===== config.mk =====
export PLATFORM = sky130hd
export DESIGN_NAME = cache_control_nway
export DESIGN_NICKNAME = d
export VERILOG_FILES = /design/src/rtl/cache_control_nway.sv
export SDC_FILE = /design/constraint.sdc
export NUM_CORES = 1
export LEC_CHECK = 0
export ABC_AREA = 1
export BUFFER_PORTS_ARGS = -buffer_cell sky130_fd_sc_hd__buf_2
export CAP_MARGIN = 20
export CORE_MARGIN = 2
export CORE_UTILIZATION = 43
export DETAILED_ROUTE_END_ITERATION = 8
export PLACE_DENSITY = 0.84
export SETUP_SLACK_MARGIN = 0.5
export SYNTH_ARGS = -nofsm -noshare
export SYNTH_HDL_FRONTEND = slang
export SYNTH_SLANG_ARGS = --single-unit

===== constraint.sdc =====
create_clock -name clk -period 3.1 [get_ports clk]
set_input_delay 0.775 -clock clk [delete_from_list [all_inputs] [get_ports clk]]
set_output_delay 0.775 -clock clk [all_outputs]
set_load 0.005 [all_outputs]

===== src/rtl/cache_control_nway.sv =====
// Controller for an N-way write-back, write-allocate L1 cache with tree pseudo-LRU replacement.
// Hits finish in the request cycle. Misses go through WRITE_BACK (dirty victims only), then FILL, then INSTALL.
module cache_control_nway #(
  parameter int NUM_WAYS = 4,
  parameter int WAY_W    = $clog2(NUM_WAYS)
) (
  input  logic                clk,
  input  logic                rst,
  input  logic                mem_read,
  input  logic                mem_write,
  output logic                mem_resp,
  input  logic [NUM_WAYS-1:0] hit_vec,
  input  logic [NUM_WAYS-1:0] valid_vec,
  input  logic [NUM_WAYS-1:0] dirty_vec,
  input  logic [NUM_WAYS-2:0] lru_bits,
  output logic                lru_load,
  output logic [NUM_WAYS-2:0] lru_new,
  output logic [WAY_W-1:0]    way_sel,
  output logic [NUM_WAYS-1:0] data_load,
  output logic [NUM_WAYS-1:0] valid_set,
  output logic [NUM_WAYS-1:0] dirty_set,
  output logic [NUM_WAYS-1:0] dirty_clr,
  output logic                datawritemux_sel,
  output logic                pmemaddrmux_sel,
  output logic                pmdr_load,
  output logic                pmem_read,
  output logic                pmem_write,
  input  logic                pmem_resp
);

  typedef enum logic [1:0] {CHECK, WRITE_BACK, FILL, INSTALL} state_t;

  state_t           state_q, state_d;
  logic [WAY_W-1:0] victim_q, victim_d;
  logic [WAY_W-1:0] hit_way, inv_way, plru_way, miss_victim;
  logic             req, hit, any_inv;

  function automatic logic [NUM_WAYS-2:0] touch(input logic [NUM_WAYS-2:0] bits,
                                                input logic [WAY_W-1:0]    w);
    logic [WAY_W-1:0] node;
    logic [WAY_W-1:0] ws;
    logic             d;
    touch = bits;
    node  = '0;
    ws    = w;
    // Walk root to leaf; each node on the path is pointed at the half not containing w.
    for (int l = 0; l < WAY_W; l++) begin
      d          = ws[WAY_W-1];
      touch[node] = ~d;
      ws         = ws << 1;
      node       = (node << 1) + WAY_W'(1) + WAY_W'(d);
    end
  endfunction

  function automatic logic [NUM_WAYS-1:0] onehot(input logic [WAY_W-1:0] w);
    onehot = {{(NUM_WAYS-1){1'b0}}, 1'b1} << w;
  endfunction

  assign req = mem_read | mem_write;
  assign hit = |hit_vec;

  always_comb begin
    hit_way = '0;
    inv_way = '0;
    any_inv = 1'b0;
    for (int i = NUM_WAYS - 1; i >= 0; i--) begin
      if (hit_vec[i]) hit_way = WAY_W'(i);
      if (!valid_vec[i]) begin
        inv_way = WAY_W'(i);
        any_inv = 1'b1;
      end
    end
  end

  always_comb begin
    logic [WAY_W-1:0] node;
    logic             b;
    node     = '0;
    plru_way = '0;
    for (int l = 0; l < WAY_W; l++) begin
      b        = lru_bits[node];
      plru_way = (plru_way << 1) | WAY_W'(b);
      node     = (node << 1) + WAY_W'(1) + WAY_W'(b);
    end
  end

  assign miss_victim = any_inv ? inv_way : plru_way;

  always_ff @(posedge clk) begin
    if (rst) begin
      state_q  <= CHECK;
      victim_q <= '0;
    end else begin
      state_q  <= state_d;
      victim_q <= victim_d;
    end
  end

  always_comb begin
    state_d  = state_q;
    victim_d = victim_q;
    case (state_q)
      CHECK: begin
        if (req && !hit) begin
          victim_d = miss_victim;
          state_d  = (dirty_vec[miss_victim] && valid_vec[miss_victim]) ? WRITE_BACK : FILL;
        end
      end
      WRITE_BACK: if (pmem_resp) state_d = FILL;
      FILL:       if (pmem_resp) state_d = INSTALL;
      INSTALL:    state_d = CHECK;
      default:    state_d = CHECK;
    endcase
  end

  always_comb begin
    mem_resp         = 1'b0;
    lru_load         = 1'b0;
    lru_new          = '0;
    way_sel          = '0;
    data_load        = '0;
    valid_set        = '0;
    dirty_set        = '0;
    dirty_clr        = '0;
    datawritemux_sel = 1'b0;
    pmemaddrmux_sel  = 1'b0;
    pmdr_load        = 1'b0;
    pmem_read        = 1'b0;
    pmem_write       = 1'b0;
    if (!rst) begin
      case (state_q)
        CHECK: begin
          if (req && hit) begin
            mem_resp = 1'b1;
            way_sel  = hit_way;
            lru_load = 1'b1;
            lru_new  = touch(lru_bits, hit_way);
            if (mem_write) begin
              data_load        = onehot(hit_way);
              dirty_set        = onehot(hit_way);
              datawritemux_sel = 1'b1;
            end
          end
        end
        WRITE_BACK: begin
          pmem_write      = 1'b1;
          pmemaddrmux_sel = 1'b1;
          way_sel         = victim_q;
        end
        FILL: begin
          pmem_read = 1'b1;
          pmdr_load = 1'b1;
        end
        INSTALL: begin
          data_load = onehot(victim_q);
          valid_set = onehot(victim_q);
          dirty_clr = onehot(victim_q);
        end
        default: ;
      endcase
    end
  end

endmodule


* Word level (Yosys, flattened, before mapping) *
Cells that the tools add are included.

cells by class
  $add $sub $neg = 2
  $lt $le $gt $ge = 4
  equality and inequality tests = 6
  shifts and indexed selects = 2
  mux-type cells = 52
  bitwise operators = 4
  reduce and logical (&&, ||, !) cells = 9

operators by type and width
  kind                                                                          number
  2-bit two-way mux                                                             15
  4-bit two-way mux                                                             7
  1-bit two-way mux                                                             19
  2-bit by 3-bit less-than comparator with 1-bit output, second input constant  3
  3-bit two-way mux                                                             3
  2-bit one-hot mux with 4 select lines                                         1
  4-bit one-hot mux with 2 select lines                                         1
  1-bit by 2-bit left shift with 4-bit output, first input constant             2
  1-bit binary-select mux with 2-bit select                                     3
  2-bit != test, second input constant                                          3
  1-bit by 1-bit adder with 2-bit output, first input constant                  2
  2-bit equality test, second input constant                                    2
  1-bit logical AND                                                             4
  2-bit one-hot mux with 2 select lines                                         1
  4-bit OR reduction                                                            1
  3-bit bitwise mux                                                             1
  3-bit AND reduction                                                           1
  1-bit demux with 2-bit select                                                 1
  2-bit by 1-bit equality test with 1-bit output, second input constant         1
  2-bit by 1-bit >= comparator with 1-bit output, second input constant         1
  2-bit logical NOT                                                             1
  1-bit NOT                                                                     2
  2-bit by 1-bit bitwise OR with 2-bit output                                   1
  2-bit AND reduction                                                           1
  other kinds (2)                                                               2

word-level totals
  bits in registers = 4
  bits of input ports = 20
  output and inout bits = 28
  word-level logic and storage cells = 81

* Logic depth before layout (Yosys ltp) *
  depth in word-level cells = 13
  gate-level depth with buffers = 10
  gate-level depth less buffers = 10

* Least setup slack after synthesis *
Ideal clock, no wire load.

  path type = input port to output port
  start = input port rst
  end = output port valid_set[1]
  arrival time = 1.525 ns
  required time = 2.325 ns
  setup slack = 0.800 ns
  cell stages on the path = 3
  buffers on the path = 2
  cell sequence = clkbuf_1 -> nor4_1 -> buf_4

between the ends
  cells in the longest elaborated chain, start to end = 1

RTL lines
  item               RTL line  text
  from (decl)        8         input logic rst,
  4-bit two-way mux  n/a
  to (decl)          20        output logic [NUM_WAYS-1:0] valid_set,

Every way passes these cells.

* Worst setup path in the final report *
  start = input port hit_vec[2]
  end = output port data_load[1]

between the ends
  cells in the longest elaborated chain, start to end = 8
  elaborated cells between the ends (all ways) = 10
  those cells by class = 1 x shift; 7 x mux; 2 x reduce/logical

RTL lines
  item                                         RTL line  text
  from (decl)                                  12        input logic [NUM_WAYS-1:0] hit_vec,
  2-bit two-way mux (3 in a row)               67        if (hit_vec[i]) hit_way = WAY_W'(i);
  1-bit by 2-bit left shift with 4-bit output  56        onehot = {{(NUM_WAYS-1){1'b0}}, 1'b1} << w;
  4-bit two-way mux                            138       if (mem_write) begin
  4-bit two-way mux (*)                        133       if (req && hit) begin
  4-bit one-hot mux with 2 select lines (*)    131       case (state_q)
  4-bit two-way mux (*)                        130       if (!rst) begin
  to (decl)                                    19        output logic [NUM_WAYS-1:0] data_load,

Every way passes the cells marked *; elsewhere a longest branch is shown, timed or not.

==> run metrics <==
max_slew headroom 0.7830; IO Pins 48; power per cell area 421.4 nW/um^2; FILL cells 140; Layout Skew 0.001618 ns; Area growth, synth to finish 35.94%; fin nets 191; number of port buffers 47; worst slew pin tran 0.3226 ns; Worst Hold Class register to register; CTS H-Tree Depth 1; clk root buf clkbuf_4; synth warn 0; largest net degree at the start of global routing 13; critical path capture point type output pin; initial antenna violation count 0; minimum clock period 2.506 ns; CP max FO 5; first-pass GRT wire length 2.670 mm; Rows 14; startpoint types input port; routed len/inst 9.448 um; unique cell type count in the Yosys netlist 21; CTS tree yes; starting DRC count in detailed routing 13; Pins Over Slew Limit 0; DRT Wirelength 1.710 mm; DRT antenna net count 0; Die ar. 1895 sq um; Syn Inst Count 121; crit path kind input port to output pin; Core Region 1489 sq um; Vias/cell 4.950; status complete, no violations; multi-input logic area 454.2 sq um; HPWL Detailed 1.443 mm; synthesis-stage register bit count 4; mean post-synth cell area 5.553 sq um; final setup TNS 0 ns; leakage power 0.5633 nW; Peak Freq 0.3991 GHz; Yosys top cell by area inv_1; post-synthesis sequential area ratio 0.1192; CP required 2.32 ns; leading cell type in the layout, fill and taps excluded buf_2; Synth top area share 0.1285; DRT Pass-1 Iters 4; Clock Latency Late Sink 0.23 ns; CTS Sinks 4; Crit path arrival time 1.73 ns; Num CTS Buffers 3; Die W 43.53 um; Syn Nets 145; max-cap violations 0; vias in the first global route 723; Die Y-Extent 43.53 um; Residual DRC 0; Max clock buf depth 2; Initial Utilization 0.4513; area of all sequential standard cells 80.08 sq um; clock transition at the registers of the reported paths 0.03 ns; maximum VDD drop 0.0002680 V; Util after Layout 0.6134; gr ovfl total 0; Diodes inserted 0; RePlAce Congestion 0.8839; unrepaired setup endpoints after global routing false; most frequent cells in the layout buf_2, inv_1, nor2_1, nand2_1, a21oi_1; period utilization 0.8084; post-synthesis cell area 671.9 sq um; share of cells above drive strength 1 0.3818; Setup Viol. Count Final 0; vias post-DR 896; Final Hold Fails 0; total track usage 0.1778; top cells by area, synth inv_1, dfxtp_1, nor2_1
==> power by group <==
part	internal, mW	leakage (nW)	switching (mW)
sequential	0.0635	0.0327	0.0128
combinational	0.0991	0.517	0.146
clock	0.0432	0.0138	0.0201
==> sequential cells by signal, indices dropped and copies added, names as in the netlist <==
name	cells
state_q	2
victim_q	2
==> timing repair <==
action,4_1_cts,5_1_grt
hold buffers,0,0
setup buffers,0,2
setup endpoints to repair,0,3
resized for setup,0,2
==> logic make-up (layout without fill, tap and decap cells) <==
family | after synthesis | count (layout) | share of synthesized area
simple gates | 60 | 60 | 0.4060
compound gates | 22 | 22 | 0.1881
fa+ha+maj | 4 | 4 | 0.07449
buf+inv | 31 | 75 | 0.2123
flops | 4 | 4 | 0.1192
==> cell type report <==
cell class                      count  area share
Tap cell                           16     0.02192
Multi-Input combinational cell     86      0.4973
Inverter                           23     0.09452
Sequential cell                     4     0.08767
Clock buffer                        3     0.02466
Timing Repair Buffer               49      0.2740
==> synth_stat cells <==
master	count
nand3_1	10
nand3_2	1
nor2_1	20
o21ai_0	6
inv_1	23
nand2_2	2
nor2_4	1
a22oi_1	2
a21boi_2	1
nand2_1	19
a31oi_1	2
dfxtp_1	4
or2_2	1
ha_1	4
buf_4	7
nor3_1	1
nor2_2	3
nor4_1	2
o21a_1	1
a21oi_1	10
clkbuf_1	1
==> path summary, 6_finish.rpt <==
| path | slack (ns) | end | depth (start not counted) | startpoint |
|---|---|---|---|---|
| setup reg to reg | 1.70 | state_q[0] | 7 | state_q[0] |
| setup / recovery | 0.59 | data_load[1] | 9 | hit_vec[2] |
| hold reg to reg | 0.59 | state_q[1] | 2 | state_q[1] |
| hold / removal | 0.59 | state_q[1] | 2 | state_q[1] |
==> through the flow <==
step | worst slack (ns) | hold slack (ns) | area, sq um | power (mW) | instances
after floorplan | 0.8005 | 0.5448 | 671.9 | 0.2461 | 121
after global placement | 0.5945 | 0.5702 | 870.8 | 0.3084 | 176
after detailed placement | 0.5775 | 0.5771 | 870.8 | 0.3159 | 176
after CTS | 0.5740 | 0.5816 | 893.4 | 0.3828 | 179
after global routing | 0.4826 | 0.6361 | 913.4 | 0.4291 | 181
final | 0.5941 | 0.5931 | 913.4 | 0.3849 | 181
==> layer usage <==
metal / track usage / share of wire / up-vias
li1: - / - / 465
met1: 0.2127 / 0.40 / 384
met3: 0.02083 / 0.078 / 2
met2: 0.3194 / 0.51 / 45
met5: 0 / 0 / -
met4: 0.07273 / 0.0094 / 0
==> worst max-delay path, stage by stage <==
cell	delay (ns)
buf_2	0.12
inv_1	0.05
a21oi_1	0.06
nor2_2	0.21
nand2_1	0.13
nor2_1	0.12
a31oi_1	0.05
nor2_1	0.10
buf_2	0.12
Note: power is estimated with default switching activity, not from simulation.
